$ cat src/rtl/wb_port_arbiter.sv
// wb_port_arbiter: round-robin arbiter sharing the register-file write port between the
// ALU (A) and load (B) write-back paths, with a registered write port and a contention counter.
module wb_port_arbiter (
    input  logic        clk,
    input  logic        rstd,
    input  logic        hold,
    input  logic        a_valid,
    input  logic [4:0]  a_addr,
    input  logic [31:0] a_data,
    output logic        a_ready,
    input  logic        b_valid,
    input  logic [4:0]  b_addr,
    input  logic [31:0] b_data,
    output logic        b_ready,
    output logic        we,
    output logic [4:0]  w_addr,
    output logic [31:0] w_data,
    output logic [15:0] conflict_cnt
);
    logic        last_b_q, last_b_d;
    logic        we_q, we_d;
    logic [4:0]  addr_q, addr_d;
    logic [31:0] data_q, data_d;
    logic [15:0] cnt_q, cnt_d;
    logic        xfer;
    logic [4:0]  sel_addr;
    logic [31:0] sel_data;

    // last_b_q names the previous winner; under contention the other side gets the grant
    assign a_ready  = rstd && !hold && a_valid && (!b_valid || last_b_q);
    assign b_ready  = rstd && !hold && b_valid && (!a_valid || !last_b_q);
    assign xfer     = a_ready || b_ready;
    assign sel_addr = a_ready ? a_addr : b_addr;
    assign sel_data = a_ready ? a_data : b_data;

    always_comb begin
        last_b_d = xfer ? b_ready : last_b_q;
        we_d     = xfer && (sel_addr != 5'd0);
        addr_d   = xfer ? sel_addr : addr_q;
        data_d   = xfer ? sel_data : data_q;
        cnt_d    = (a_valid && b_valid && !hold && cnt_q != 16'hFFFF) ? cnt_q + 16'd1 : cnt_q;
    end

    always_ff @(posedge clk or negedge rstd) begin
        if (!rstd) begin
            last_b_q <= 1'b1;
            we_q     <= 1'b0;
            addr_q   <= 5'd0;
            data_q   <= 32'd0;
            cnt_q    <= 16'd0;
        end else begin
            last_b_q <= last_b_d;
            we_q     <= we_d;
            addr_q   <= addr_d;
            data_q   <= data_d;
            cnt_q    <= cnt_d;
        end
    end

    assign we           = we_q;
    assign w_addr       = addr_q;
    assign w_data       = data_q;
    assign conflict_cnt = cnt_q;
endmodule

$ cat config.mk
export PLATFORM = sky130hd
export DESIGN_NAME = wb_port_arbiter
export DESIGN_NICKNAME = d
export VERILOG_FILES = /design/src/rtl/wb_port_arbiter.sv
export SDC_FILE = /design/constraint.sdc
export NUM_CORES = 1
export LEC_CHECK = 0
export BUFFER_PORTS_ARGS = -buffer_cell sky130_fd_sc_hd__buf_2
export CELL_PAD_IN_SITES_DETAIL_PLACEMENT = 2
export CELL_PAD_IN_SITES_GLOBAL_PLACEMENT = 2
export CORE_UTILIZATION = 25
export DETAILED_ROUTE_END_ITERATION = 8
export PLACE_DENSITY_LB_ADDON = 0.1
export SLEW_MARGIN = 20
export SYNTH_ARGS = -nofsm -noshare
export SYNTH_HDL_FRONTEND = slang
export SYNTH_SLANG_ARGS = --single-unit
$ cat constraint.sdc
create_clock -name clk -period 4.4 [get_ports clk]
set_input_delay 1.32 -clock clk [delete_from_list [all_inputs] [get_ports clk]]
set_output_delay 1.32 -clock clk [all_outputs]
set_load 0.02 [all_outputs]
---- Word level (Yosys, flattened, before mapping) ----
Index checks and enable logic that the tools add are counted.
word-level totals
  RAM bits ................................ 0
  logic and storage cells ................. 26
  bits of input ports ..................... 79
  bits in read-only memories .............. 0
  register bits after elaboration ......... 55
  output and inout port bits .............. 56
  bits in latches ......................... 0
  memories ................................ 0
operators by class
  reduce and logical (&&, ||, !) cells .... 17
  add/sub/neg operators ................... 1
  $lt $le $gt $ge ......................... 0
  bitwise logic cells ..................... 0
  shift-type cells ........................ 0
  $mul .................................... 0
  div/mod/pow operators ................... 0
  muxes and demuxes ....................... 2
  eq/ne operators ......................... 1
operators by type and width
  kind                   count
  $mux 32                1
  $add 16x1->16 const B  1
  $ne 16x16->1 const B   1
  $logic_and 1x1->1      9
  $mux 5                 1
  $reduce_bool 5->1      1
  $logic_not 1->1        4
  $logic_or 1x1->1       3

---- Logic depth before layout (Yosys ltp) ----
  word-level depth ........................ 7
  gate-level depth with buffers ........... 6
  mapped depth without buffers ............ 5

---- Least setup slack after synthesis ----
Ideal clock, no wire load.
  path kind ............................... input to output
  from .................................... input port rstd
  to ...................................... output port a_ready
  cell stages on the path ................. 5
  data required time ...................... 3080 ps
  buffers on the path ..................... 2
  arrival ................................. 2098 ps
  setup slack ............................. 982 ps
  path through ............................ nor2b_1 > nand3_1 > buf_2 > buf_2 > inv_1
between the ends
  longest elaborated chain between the ends .. 3
RTL lines
  what                            RTL line  text
  start: declaration              5         input logic rstd,
  $logic_and 1x1->1 (3 in a row)  30        assign a_ready = rstd && !hold && a_valid && (!b_valid || last_b_q);
  end: declaration                10        output logic a_ready,
Every way passes these cells.

---- Worst setup path in the final report ----
Same ends and word-level chain as after synthesis.

==> impl_metrics.tcl <==
set metrics [dict create \
    swShare_pct 36.59 \
    status "finished, final reports clean" \
    startpoint_type "primary input" \
    rsz0062_at_grt "false" \
    worstSetupPathType "in -> out" \
    grt_max_degree 77 \
    fin_crit_sh_pct 75.65 \
    dieArea_mm2 0.01095 \
    routed_wirelength_um 7542 \
    synth_warnings 0 \
    cts_setup_buffers 0 \
    ir_drop_v 0.0001338 \
    gr-total-overflow 0 \
    cts_made_buffers 5 \
    cts_tree "yes" \
    cts_buffer_depth 2 \
    combPwrFrac_pct 33.6 \
    ys_seq_area_share_pct 52.28 \
    hp-class "reg -> reg" \
    synth_seq_cells 55 \
    syn_inst 249 \
    via_per_inst 4.532 \
    drv_cap 0 \
    synth_compound_gate_area_share_pct 7.597 \
    whs_ps 474.4 \
    die-width_um 104.7 \
    area_growth_pct 34.57 \
    antenna_left 0 \
    pre_cts_ws_ps 1063 \
    placementRows 37 \
    cts.sink_count 55 \
    clock_skew_ps 9.500 \
    coreArea_mm2 0.01028 \
    yosys.cell_types.count 35 \
    critPathLaunch "rstd" \
    root_buffer "clkbuf_8" \
    arrival_ps 2010 \
    power.switching_uw 559.0 \
    num_antenna_cells 0 \
    clock_latency_ps 300 \
    syn_avg_cell_area_um2 10.58 \
    tns_ps 0 \
    die_y_um 104.7 \
    cts.reportedPaths.clkPinSlew_ps 90 \
    synth_fa_ha_area_share_pct 0.4748 \
    nNetsFinal 460 \
    setup_violations 0 \
    worstMarginPinSlew_ps 779.0 \
    fmax_mhz 300.4 \
    grt_pass1_wl_um 12360 \
    hold_viol 0 \
    drc 0 \
    hpwl_um 5556 \
    wire_per_inst_um 14.59 \
    io_buffers 134 \
    gp_congestion 0.7062 \
    final_cells 517 \
    cts_hold_buf 0 \
    postPlaceCellArea_mm2 0.003442 \
    r2r-start "conflict_cnt[0]" \
    cp-end-kind "output pin" \
    synth_xor_area_share_pct 4.986 \
    seqPwrFrac_pct 46.1 \
    num_vias 2343 \
    synth_mux_area_share_pct 14.62 \
    crit_fanout 2 \
    clock_power_share_pct 20.3 \
    netlist_area_mm2 0.002635 \
    final_area_mm2 0.003546 \
    dr.pass1.iters 4 \
    yosys.area_share.simple_pct 17.24 \
    p_per_area_mw_per_mm2 430.8 \
    drive_above_1_share_pct 41.99 \
    synth_nets 329 \
    holdCritStartpoint "last_b_q" \
    track_usage_pct 14.13 \
    p_leak_uw 0.002000 \
    grt_pass1_vias 2481 \
    slew_viol_final 0 \
    initial_core_util_pct 25.64 \
    slew_headroom_pct 47.68 \
    antenna_found_initial 0 \
    fin_ws_ps 1072 \
    ctsResizeCount 0 \
    dpl.cell_count 509 \
    fill_cells 1217 \
    cp.required_ps 3080 \
    p_int_uw 968.8 \
    top_level_ports 135 \
    htree_levels 2 \
    synth_top_family_by_area "simple AND/OR/NAND/NOR gates" \
    period_needed_ps 3329 \
    drt_iter0_markers 34 \
]
[state kept, by name (all words and copies together), names as in the netlist]
name,cells
conflict_cnt,16
last_b_q,1
w_addr,5
w_data,32
we,1
[final cells by class]
cell class	count	area (um2)	share of cell area (%)
clock buffer	7	96.34	2.717
clock inverter	1	7.507	0.2117
inverter	2	7.507	0.2117
multi-input combinational	179	1194	33.66
sequential	55	1378	38.85
tap	136	170.2	4.799
timing repair buffer	137	693.2	19.55
[cell usage in the layout (no fill, tap or decap), drive strengths merged, types with 2 or more instances in the layout]
master,count
a21oi,37
dfrtp,54
xor2,14
nand2,10
nor4,3
nand4,5
inv,2
and3,3
nor3,6
mux2i,37
or4,2
clkbuf,7
nor2,44
nand3,6
buf,137
[through the flow]
step / total power (uW) / utilization, %
floorplan: 1017 / -
global placement: 1221 / 33.49
detailed placement: 1243 / 33.49
CTS: 1569 / 34.50
global route: 1633 / 34.50
finish: 1528 / 34.50
[worst max-delay path, stage by stage]
cell	delay (ps)
buf_2	110
nor2b_1	240
nand3_2	110
inv_1	60
buf_2	170
[cells in the mapped netlist (all sizes together)]
| cell type | n | area, um2 |
|---|---|---|
| dfrtp | 54 | 1351 |
| nor2 | 44 | 167.7 |
| a21oi | 37 | 185.2 |
| mux2i | 37 | 370.4 |
| xor2 | 14 | 122.6 |
| nand2 | 10 | 37.54 |
| buf | 9 | 51.30 |
| nand3 | 6 | 30.03 |
| nor3 | 6 | 45.04 |
| nand4 | 5 | 37.53 |
| clkbuf | 4 | 15.01 |
| and3 | 3 | 20.02 |
| nor4 | 3 | 40.04 |
| inv | 2 | 7.510 |
| or4 | 2 | 15.01 |
| and2 | 1 | 6.260 |
| and3b | 1 | 8.760 |
| and4 | 1 | 10.01 |
| dfstp | 1 | 26.28 |
| ha | 1 | 12.51 |
| mux2 | 1 | 15.01 |
| nand2b | 1 | 6.260 |
| nand3b | 1 | 11.26 |
| nor2b | 1 | 6.260 |
| nor3b | 1 | 12.51 |
| o2111ai | 1 | 8.760 |
| o22ai | 1 | 6.260 |
| xnor2 | 1 | 8.760 |
[final timing paths]
path	end	slack [ps]	depth (start not counted)
min in group asynchronous	conflict_cnt[13]	1170	2
worst max-delay path	a_ready	1070	5
max in group asynchronous	conflict_cnt[1]	2700	2
worst max register to register	conflict_cnt[1]	2290	5
worst min-delay path	last_b_q	470	2
worst min register to register	last_b_q	470	2
[logic make-up after synthesis]
logic type | Yosys count
and+or+nand+nor | 86
DFF | 55
AOI/OAI and AO/OA | 39
muxes | 38
xor gates and xnor gates | 15
buffers and inverters | 15
adders and majority gates | 1
[power groups by stage]
stage	logic, uW	clock network, uW	registers, uW
floorplan	168	0	849
global placement	514	0	707
detailed placement	526	0	717
CTS	527	335	707
global route	563	351	719
finish	513	311	704
[routing by layer]
metal  up-vias  track usage [%]  wire length, um
met5         -                0                0
met4         0            3.622               64
li1       1120                -                -
met3         5            4.242              556
met2        75            25.50             3788
met1      1143            16.18             3132
No activity file was read; power rests on OpenSTA's default activity.
